### src/rtl/control_sequencer.sv
// Microcoded control sequencer: steps T0..T4 and decodes step/opcode/flags
// into the CPU control strobes.
// Ports:
//   clk, rst           - clock, synchronous active-high reset
//   opcode             - IR[7:4]
//   flag_c, flag_z     - registered flags
//   step, halted       - microstep and halt status
//   HLT..FI            - active-high control strobes
module control_sequencer #(
  parameter bit EARLY_TERMINATE = 1'b1,
  parameter int STEP_W          = 3
) (
  input  logic              clk,
  input  logic              rst,
  input  logic [3:0]        opcode,
  input  logic              flag_c,
  input  logic              flag_z,
  output logic [STEP_W-1:0] step,
  output logic              halted,
  output logic              HLT,
  output logic              MI,
  output logic              RI,
  output logic              RO,
  output logic              IO,
  output logic              II,
  output logic              AI,
  output logic              AO,
  output logic              EO,
  output logic              SU,
  output logic              BI,
  output logic              OI,
  output logic              CE,
  output logic              CO,
  output logic              J,
  output logic              FI
);

  typedef enum logic [3:0] {
    OP_NOP = 4'b0000,
    OP_LDA = 4'b0001,
    OP_ADD = 4'b0010,
    OP_SUB = 4'b0011,
    OP_STA = 4'b0100,
    OP_LDI = 4'b0101,
    OP_JMP = 4'b0110,
    OP_JC  = 4'b0111,
    OP_JZ  = 4'b1000,
    OP_OUT = 4'b1110,
    OP_HLT = 4'b1111
  } op_e;

  typedef struct packed {
    logic hlt;
    logic mi;
    logic ri;
    logic ro;
    logic io;
    logic ii;
    logic ai;
    logic ao;
    logic eo;
    logic su;
    logic bi;
    logic oi;
    logic ce;
    logic co;
    logic j;
    logic fi;
  } ctl_t;

  localparam logic [STEP_W-1:0] T0 = STEP_W'(0);
  localparam logic [STEP_W-1:0] T1 = STEP_W'(1);
  localparam logic [STEP_W-1:0] T2 = STEP_W'(2);
  localparam logic [STEP_W-1:0] T3 = STEP_W'(3);
  localparam logic [STEP_W-1:0] T4 = STEP_W'(4);

  logic [STEP_W-1:0] step_q, step_d;
  logic              halted_q, halted_d;
  logic [STEP_W-1:0] last;
  ctl_t              c;
  op_e               op;

  assign op = op_e'(opcode);

  always_ff @(posedge clk) begin
    if (rst) begin
      step_q   <= T0;
      halted_q <= 1'b0;
    end else begin
      step_q   <= step_d;
      halted_q <= halted_d;
    end
  end

  // Final step of each opcode; NOP and unused codes end on an empty T2
  // because the opcode is stale while T1 decides the next step.
  always_comb begin
    last = T2;
    unique case (op)
      OP_LDA, OP_STA: last = T3;
      OP_ADD, OP_SUB: last = T4;
      default:        last = T2;
    endcase
  end

  always_comb begin
    c = '0;
    if (halted_q) begin
      c.hlt = 1'b1;
    end else if (step_q == T0) begin
      c.co = 1'b1;
      c.mi = 1'b1;
    end else if (step_q == T1) begin
      c.ro = 1'b1;
      c.ii = 1'b1;
      c.ce = 1'b1;
    end else if (step_q <= T4) begin
      unique case (op)
        OP_LDA: begin
          if (step_q == T2) begin
            c.io = 1'b1;
            c.mi = 1'b1;
          end else if (step_q == T3) begin
            c.ro = 1'b1;
            c.ai = 1'b1;
          end
        end
        OP_ADD, OP_SUB: begin
          if (step_q == T2) begin
            c.io = 1'b1;
            c.mi = 1'b1;
          end else if (step_q == T3) begin
            c.ro = 1'b1;
            c.bi = 1'b1;
          end else begin
            c.eo = 1'b1;
            c.ai = 1'b1;
            c.fi = 1'b1;
            c.su = (op == OP_SUB);
          end
        end
        OP_STA: begin
          if (step_q == T2) begin
            c.io = 1'b1;
            c.mi = 1'b1;
          end else if (step_q == T3) begin
            c.ao = 1'b1;
            c.ri = 1'b1;
          end
        end
        OP_LDI: begin
          if (step_q == T2) begin
            c.io = 1'b1;
            c.ai = 1'b1;
          end
        end
        OP_JMP, OP_JC, OP_JZ: begin
          if (step_q == T2 &&
              (op == OP_JMP ||
               (op == OP_JC && flag_c) ||
               (op == OP_JZ && flag_z))) begin
            c.io = 1'b1;
            c.j  = 1'b1;
          end
        end
        OP_OUT: begin
          if (step_q == T2) begin
            c.ao = 1'b1;
            c.oi = 1'b1;
          end
        end
        OP_HLT: begin
          if (step_q == T2) c.hlt = 1'b1;
        end
        default: c = '0;
      endcase
    end
  end

  always_comb begin
    step_d   = step_q;
    halted_d = halted_q;
    if (halted_q) begin
      step_d = step_q;
    end else if (step_q > T4) begin
      step_d = T0;
    end else if (step_q == T2 && op == OP_HLT) begin
      // Park on T2 so the halt strobe stays tied to a real step.
      step_d   = T2;
      halted_d = 1'b1;
    end else if (step_q < T2) begin
      step_d = step_q + T1;
    end else if (EARLY_TERMINATE && step_q == last) begin
      step_d = T0;
    end else if (step_q == T4) begin
      step_d = T0;
    end else begin
      step_d = step_q + T1;
    end
  end

  assign step   = step_q;
  assign halted = halted_q;
  assign HLT    = c.hlt;
  assign MI     = c.mi;
  assign RI     = c.ri;
  assign RO     = c.ro;
  assign IO     = c.io;
  assign II     = c.ii;
  assign AI     = c.ai;
  assign AO     = c.ao;
  assign EO     = c.eo;
  assign SU     = c.su;
  assign BI     = c.bi;
  assign OI     = c.oi;
  assign CE     = c.ce;
  assign CO     = c.co;
  assign J      = c.j;
  assign FI     = c.fi;

endmodule

### config.mk
export PLATFORM = sky130hd
export DESIGN_NAME = control_sequencer
export DESIGN_NICKNAME = d
export VERILOG_FILES = /design/src/rtl/control_sequencer.sv
export SDC_FILE = /design/constraint.sdc
export NUM_CORES = 1
export LEC_CHECK = 0
export CAP_MARGIN = 20
export CELL_PAD_IN_SITES_DETAIL_PLACEMENT = 1
export CELL_PAD_IN_SITES_GLOBAL_PLACEMENT = 1
export CORE_MARGIN = 2
export CORE_UTILIZATION = 30
export DETAILED_ROUTE_END_ITERATION = 16
export PLACE_DENSITY = 0.89
export RECOVER_POWER = 50
export SETUP_SLACK_MARGIN = 0.3
export SYNTH_ARGS = -nofsm -noshare
export SYNTH_HDL_FRONTEND = slang
export SYNTH_SLANG_ARGS = --single-unit
### constraint.sdc
create_clock -name clk -period 3.99 [get_ports clk]
set_input_delay 0.5985 -clock clk [delete_from_list [all_inputs] [get_ports clk]]
set_output_delay 0.5985 -clock clk [all_outputs]
set_load 0.005 [all_outputs]
# After elaboration in Yosys (flattened, before gate mapping)
# Cells that the tools add are included.
[totals]
register_bits = 4
inputBits = 8
output_inout_bits = 20
elab_cells = 77
[op_classes]
addsub = 1
n_lt_le_gt_ge = 3
n_eq_ne = 15
n_mux = 43
n_reduce_logical = 13
[op_table]
columns = ["cell", "count"]
rows = [
  ["two-way mux 3 bit", 9],
  ["two-way mux 1 bit", 24],
  ["== test 4 x 3 -> 1 bit, second input constant", 4],
  ["two-way mux 16 bit", 1],
  ["two-way mux 15 bit", 1],
  ["== test 4 bit, second input constant", 3],
  ["two-way mux 11 bit", 1],
  ["== test 4 x 2 -> 1 bit, second input constant", 2],
  ["== test 3 x 2 -> 1 bit, second input constant", 2],
  ["two-way mux 6 bit", 1],
  ["case mux 3 bit (2 select lines)", 1],
  ["OR reduction 3 bit", 2],
  ["OR reduction 5 bit", 1],
  ["== test 4 x 1 -> 1 bit, second input constant", 1],
  ["logical AND 1 bit", 4],
  ["two-way mux 2 bit", 2],
  ["case mux 1 bit (2 select lines)", 2],
  ["OR reduction 2 bit", 2],
  ["OR reduction 4 bit", 1],
  ["adder 3 x 1 -> 3 bit, second input constant", 1],
  ["== test 3 x 1 -> 1 bit, second input constant", 1],
  ["== test 3 bit", 1],
  ["== test 3 bit, second input constant", 1],
  ["greater-than comparator 3 bit, second input constant", 1],
  ["other kinds (5)", 6],
]

# Longest topological paths before layout
[logic_depth]
ltp_word = 11
mapped_depth = 8
ltp_nobuf = 5

# Worst setup path before layout
# OpenSTA, ideal clock, no wires.
[synth_timing]
path_type = "reg2out"
start = "reg step_q[0] (netlist: step[0])"
end = "out FI"
arrival_ns = 1.698
required_ns = 3.391
path_slack_ns = 1.694
path_stages_with_launch = 9
n_path_buf = 3
path_cell_list = "dfxtp_1 buf_6 inv_1 ha_1 clkbuf_1 and2_0 o211ai_1 nor2_1 buf_4"
[synth_via]
elab_chain_len = 8
elab_cells_between_ends = 12
cone_classes = "order compare: 1; eq/ne: 3; mux: 7; reduce/logical: 1"
[synth_lines]
columns = ["element", "line_no", "rtl"]
rows = [
  ["start, declared", "77", "logic [STEP_W-1:0] step_q, step_d;"],
  ["start signal, assigned", "90", "step_q <= step_d;"],
  ["== test 3 x 2 -> 1 bit", "132", "end else if (step_q == T3) begin"],
  ["two-way mux 1 bit", "132", ""],
  ["two-way mux 1 bit", "129", "if (step_q == T2) begin"],
  ["two-way mux 1 bit", "118", "unique case (op)"],
  ["two-way mux 16 bit", "117", "end else if (step_q <= T4) begin"],
  ["two-way mux 3 bit", "113", "end else if (step_q == T1) begin"],
  ["two-way mux 2 bit *", "110", "end else if (step_q == T0) begin"],
  ["two-way mux 15 bit *", "108", "if (halted_q) begin"],
  ["end, declared", "35", "output logic FI"],
]
# Mark *: on every way between the ends. The rest lies on a longest branch, timed or not.

# Worst setup path in the final report
[layout_timing]
start = "in opcode[2]"
end = "out MI"
[layout_via]
elab_chain_len = 7
elab_cells_between_ends = 10
cone_classes = "eq/ne: 4; mux: 5; reduce/logical: 1"
[layout_lines]
columns = ["element", "line_no", "rtl"]
rows = [
  ["start, declared", "15", "input logic [3:0] opcode,"],
  ["== test 4 x 2 -> 1 bit, or another cell as far along", "118", ""],
  ["OR reduction 4 bit (no line) *", "n/a", ""],
  ["two-way mux 1 bit *", "n/a", ""],
  ["two-way mux 16 bit *", "117", ""],
  ["two-way mux 3 bit *", "113", ""],
  ["two-way mux 1 bit *", "110", ""],
  ["two-way mux 15 bit *", "108", ""],
  ["end, declared", "21", "output logic MI,"],
]
# Marks and branches as above.

==> results.md <==
* Post-Synth Adder-Cell Area at 0.0783
* Total CTS buffers at 3
* Count leader, synth: nor2_1
* Ant diodes at 0
* XOR/XNOR Fraction of Synth Area at 0.0274
* Hold WS at between 0.7 and 0.8 ns
* Top post-synthesis cells by count: nor2_1, inv_1, clkbuf_1
* Slew Viols, Final at 0
* Gr usage total at 0.192
* Area contributors post-synth: dfxtp_1, ha_1, nor2_1
* CP Data Required Time at ~3.4 ns
* Wire per inst at ~17 um
* Starting Density at 0.323
* Grt total ovfl at 0
* Maximum Capacitance Violations at 0
* # nets final at between 100 and 150
* Syn nets at 102
* Routed WL at approximately 2.3 mm
* Max Clock Skew at just under 0.006 ns
* Syn_area_per_cell at roughly 7.1 um2
* Leakage at approximately 0.34 nW
* Hold_buf cts at 0
* Std cell rows at 16
* GR Util met2 at 0.338
* Routed vias/inst at about 5.7
* Critical-path top delay cell: dlygate4sd3_1
* CP dominant cell by count: dlygate4sd3_1
* First-pass GRT wire length at between 3 and 4 mm
* DRC viols at 0
* Share of post-route cells with drive strength above 1 at 0.0545
* Global routing usage on met1 at 0.237
* Outcome: complete, no violations
* Synthesized area at approximately 640 um2
* Worst setup EP type: primary output
* Ys async rst share at 0
* Number of fill cells at 244
* Complex-gate fraction of the synthesized area at 0.245
* Maximum clock insertion buffer count at 2
* Worst Hold Class: flop to flop
* Worst r2r src: step[1]
* CTS tree: built
* Grt peak-use layer: met2
* Register area share after synthesis at 0.125
* Clock sink total at 4
* Cell breakdown of the critical path: dlygate4sd3_1, or3_1, a41oi_1, nor3_1, dlygate4sd3_1
* Post-detailed-route count of antenna-violating nets at 0
* Crit path max fanout at 12
* Post-DP HPWL at ~1.7 mm
* Setup Total Neg Slack at 0 ns
* Final hold vios at 0
* Layout area overhead at 41.7%
* Die Wd at between 50 and 60 um
* Hold Path Origin: step[1]
* Initial antenna violation count at 0
* Worst-margin pin slew at about 0.53 ns
* CTS resizes at 0
* Fin crit share at 0.820
* Clock latency on the worst-skew pair at 0.25 ns
* Cells after Synth at 90
* Crit path time final at 3.27 ns
* Placer Congestion at between 0.8 and 0.9
* CP Launch Type: primary input
* CP max stage delay at around 0.70 ns
* RSZ-0062 raised after global routing: no
* Crit path launch: opcode[2]
* Synthesis warning total at 0
* Detailed-route via count at between 700 and 800
* 1st-pass router iterations at 4
* Clock slew at reported path FFs at 0.04 ns
* Area share of and/or/nand/nor cells after synthesis at 0.393
* Yosys top cell by area: dfxtp_1
* I/O Buffers at 27
* Peak supply drop at about 0.33 mV
* Die height at 50.2 um
* WP data arrival at roughly 2.7 ns
* Core box area at around 2000 um2
* Rel. slew slack at 0.641
* H-tree depth at 1
* Crit Path Category: primary input to primary output
* Top cell type's share of synthesized area at 0.125
* Io pins at 28
* Vias in the first global route at roughly 790
* Post-CTS setup buffers at 0
* CTS Root Cell: clkbuf_4
* Largest family of logic cells by synthesized area: simple AND/OR/NAND/NOR gates
* Post-synthesis cell type count at 40
* Fmax at a little over 300 MHz
* Ys flop type: dfxtp_1
* Initial DRC count at 36
* Flops & latches, synth at 4
* Met3 Use GR at 0.0238
* Largest net degree at the start of global routing at 14
* Mux contribution to synthesized area at 0
* Setup violators final at 0
* Die Area at 2520 um2
* Number of enable flip-flop cells after synthesis at 0
* Power Dens Cells at ~520 nW/um2
==> per-layer routing <==
metal / share of wire / up-vias
li1: - / 370
met1: 0.41 / 380
met2: 0.52 / 29
met3: 0.056 / 4
met4: 0.011 / 0
met5: 0 / -
==> metrics by stage <==
stage	utilization	instance area [um2]	std cells	setup WS [ns]	power, mW
3_3_place_gp	0.449	890	134	0.821	0.416
6_report	0.457	906	137	0.718	0.473
3_5_place_dp	0.449	890	134	0.798	0.430
5_1_grt	0.457	906	137	0.525	0.513
4_1_cts	0.460	912	137	0.789	0.488
2_1_floorplan	-	639	90	1.69	0.287
==> cells by family (layout without fill, tap and decap cells) <==
kind of cell             after synthesis  count (layout)
AND/OR/NAND/NOR                       43              43
buffers and inverters                 18              38
flip-flops                             4               4
AO/OA/AOI/OAI                         19              19
XOR/XNOR                               2               2
adder cells (fa/ha/maj)                4               4
==> power by group <==
group | internal, mW | switching [mW] | total, mW
clock | 0.0339 | 0.0210 | 0.0550
combinational | 0.163 | 0.159 | 0.322
sequential | 0.0539 | 0.0420 | 0.0959
total | 0.251 | 0.222 | 0.473
==> path summary, 6_finish.rpt <==
kind         slack [ns]  endpoint  depth (start not counted)
min reg2reg        0.72   step[1]                          2
min                0.72   step[1]                          2
max reg2reg        2.39   step[1]                          3
max                0.72        MI                          5
==> cells in the final DEF, fill, tap and decap left out, types with 2 or more instances in the layout <==
cell type / count
nor3_1: 5
nor4_1: 3
nor2_1: 9
nor2b_1: 3
o32ai_1: 2
nor4b_1: 2
a31oi_1: 2
o211ai_1: 3
and2_0: 2
nand3_1: 5
nand2_1: 5
dlygate4sd3_1: 8
inv_1: 8
clkdlybuf4s50_1: 19
dfxtp_1: 4
ha_1: 4
clkbuf_4: 3
a21oi_1: 3
==> sequential cells by signal, indices dropped and copies added, names as in the netlist <==
register	flops
halted	1
step	3
==> cell type report <==
class | instances | area, um2 | area share
flip-flops and latches | 4 | 80.1 | 0.0884
multi-input cells | 68 | 469 | 0.518
clock buffers | 3 | 22.5 | 0.0249
well taps | 27 | 33.8 | 0.0373
repair buffers | 27 | 270 | 0.298
inverters | 8 | 30.0 | 0.0331
==> critical path: cells and delay by family <==
family / cells / cell delay, ns
simple gates: 2 / 0.54
buf+inv: 2 / 1.30
compound gates: 1 / 0.24
Power figures use the tool's default switching activity.
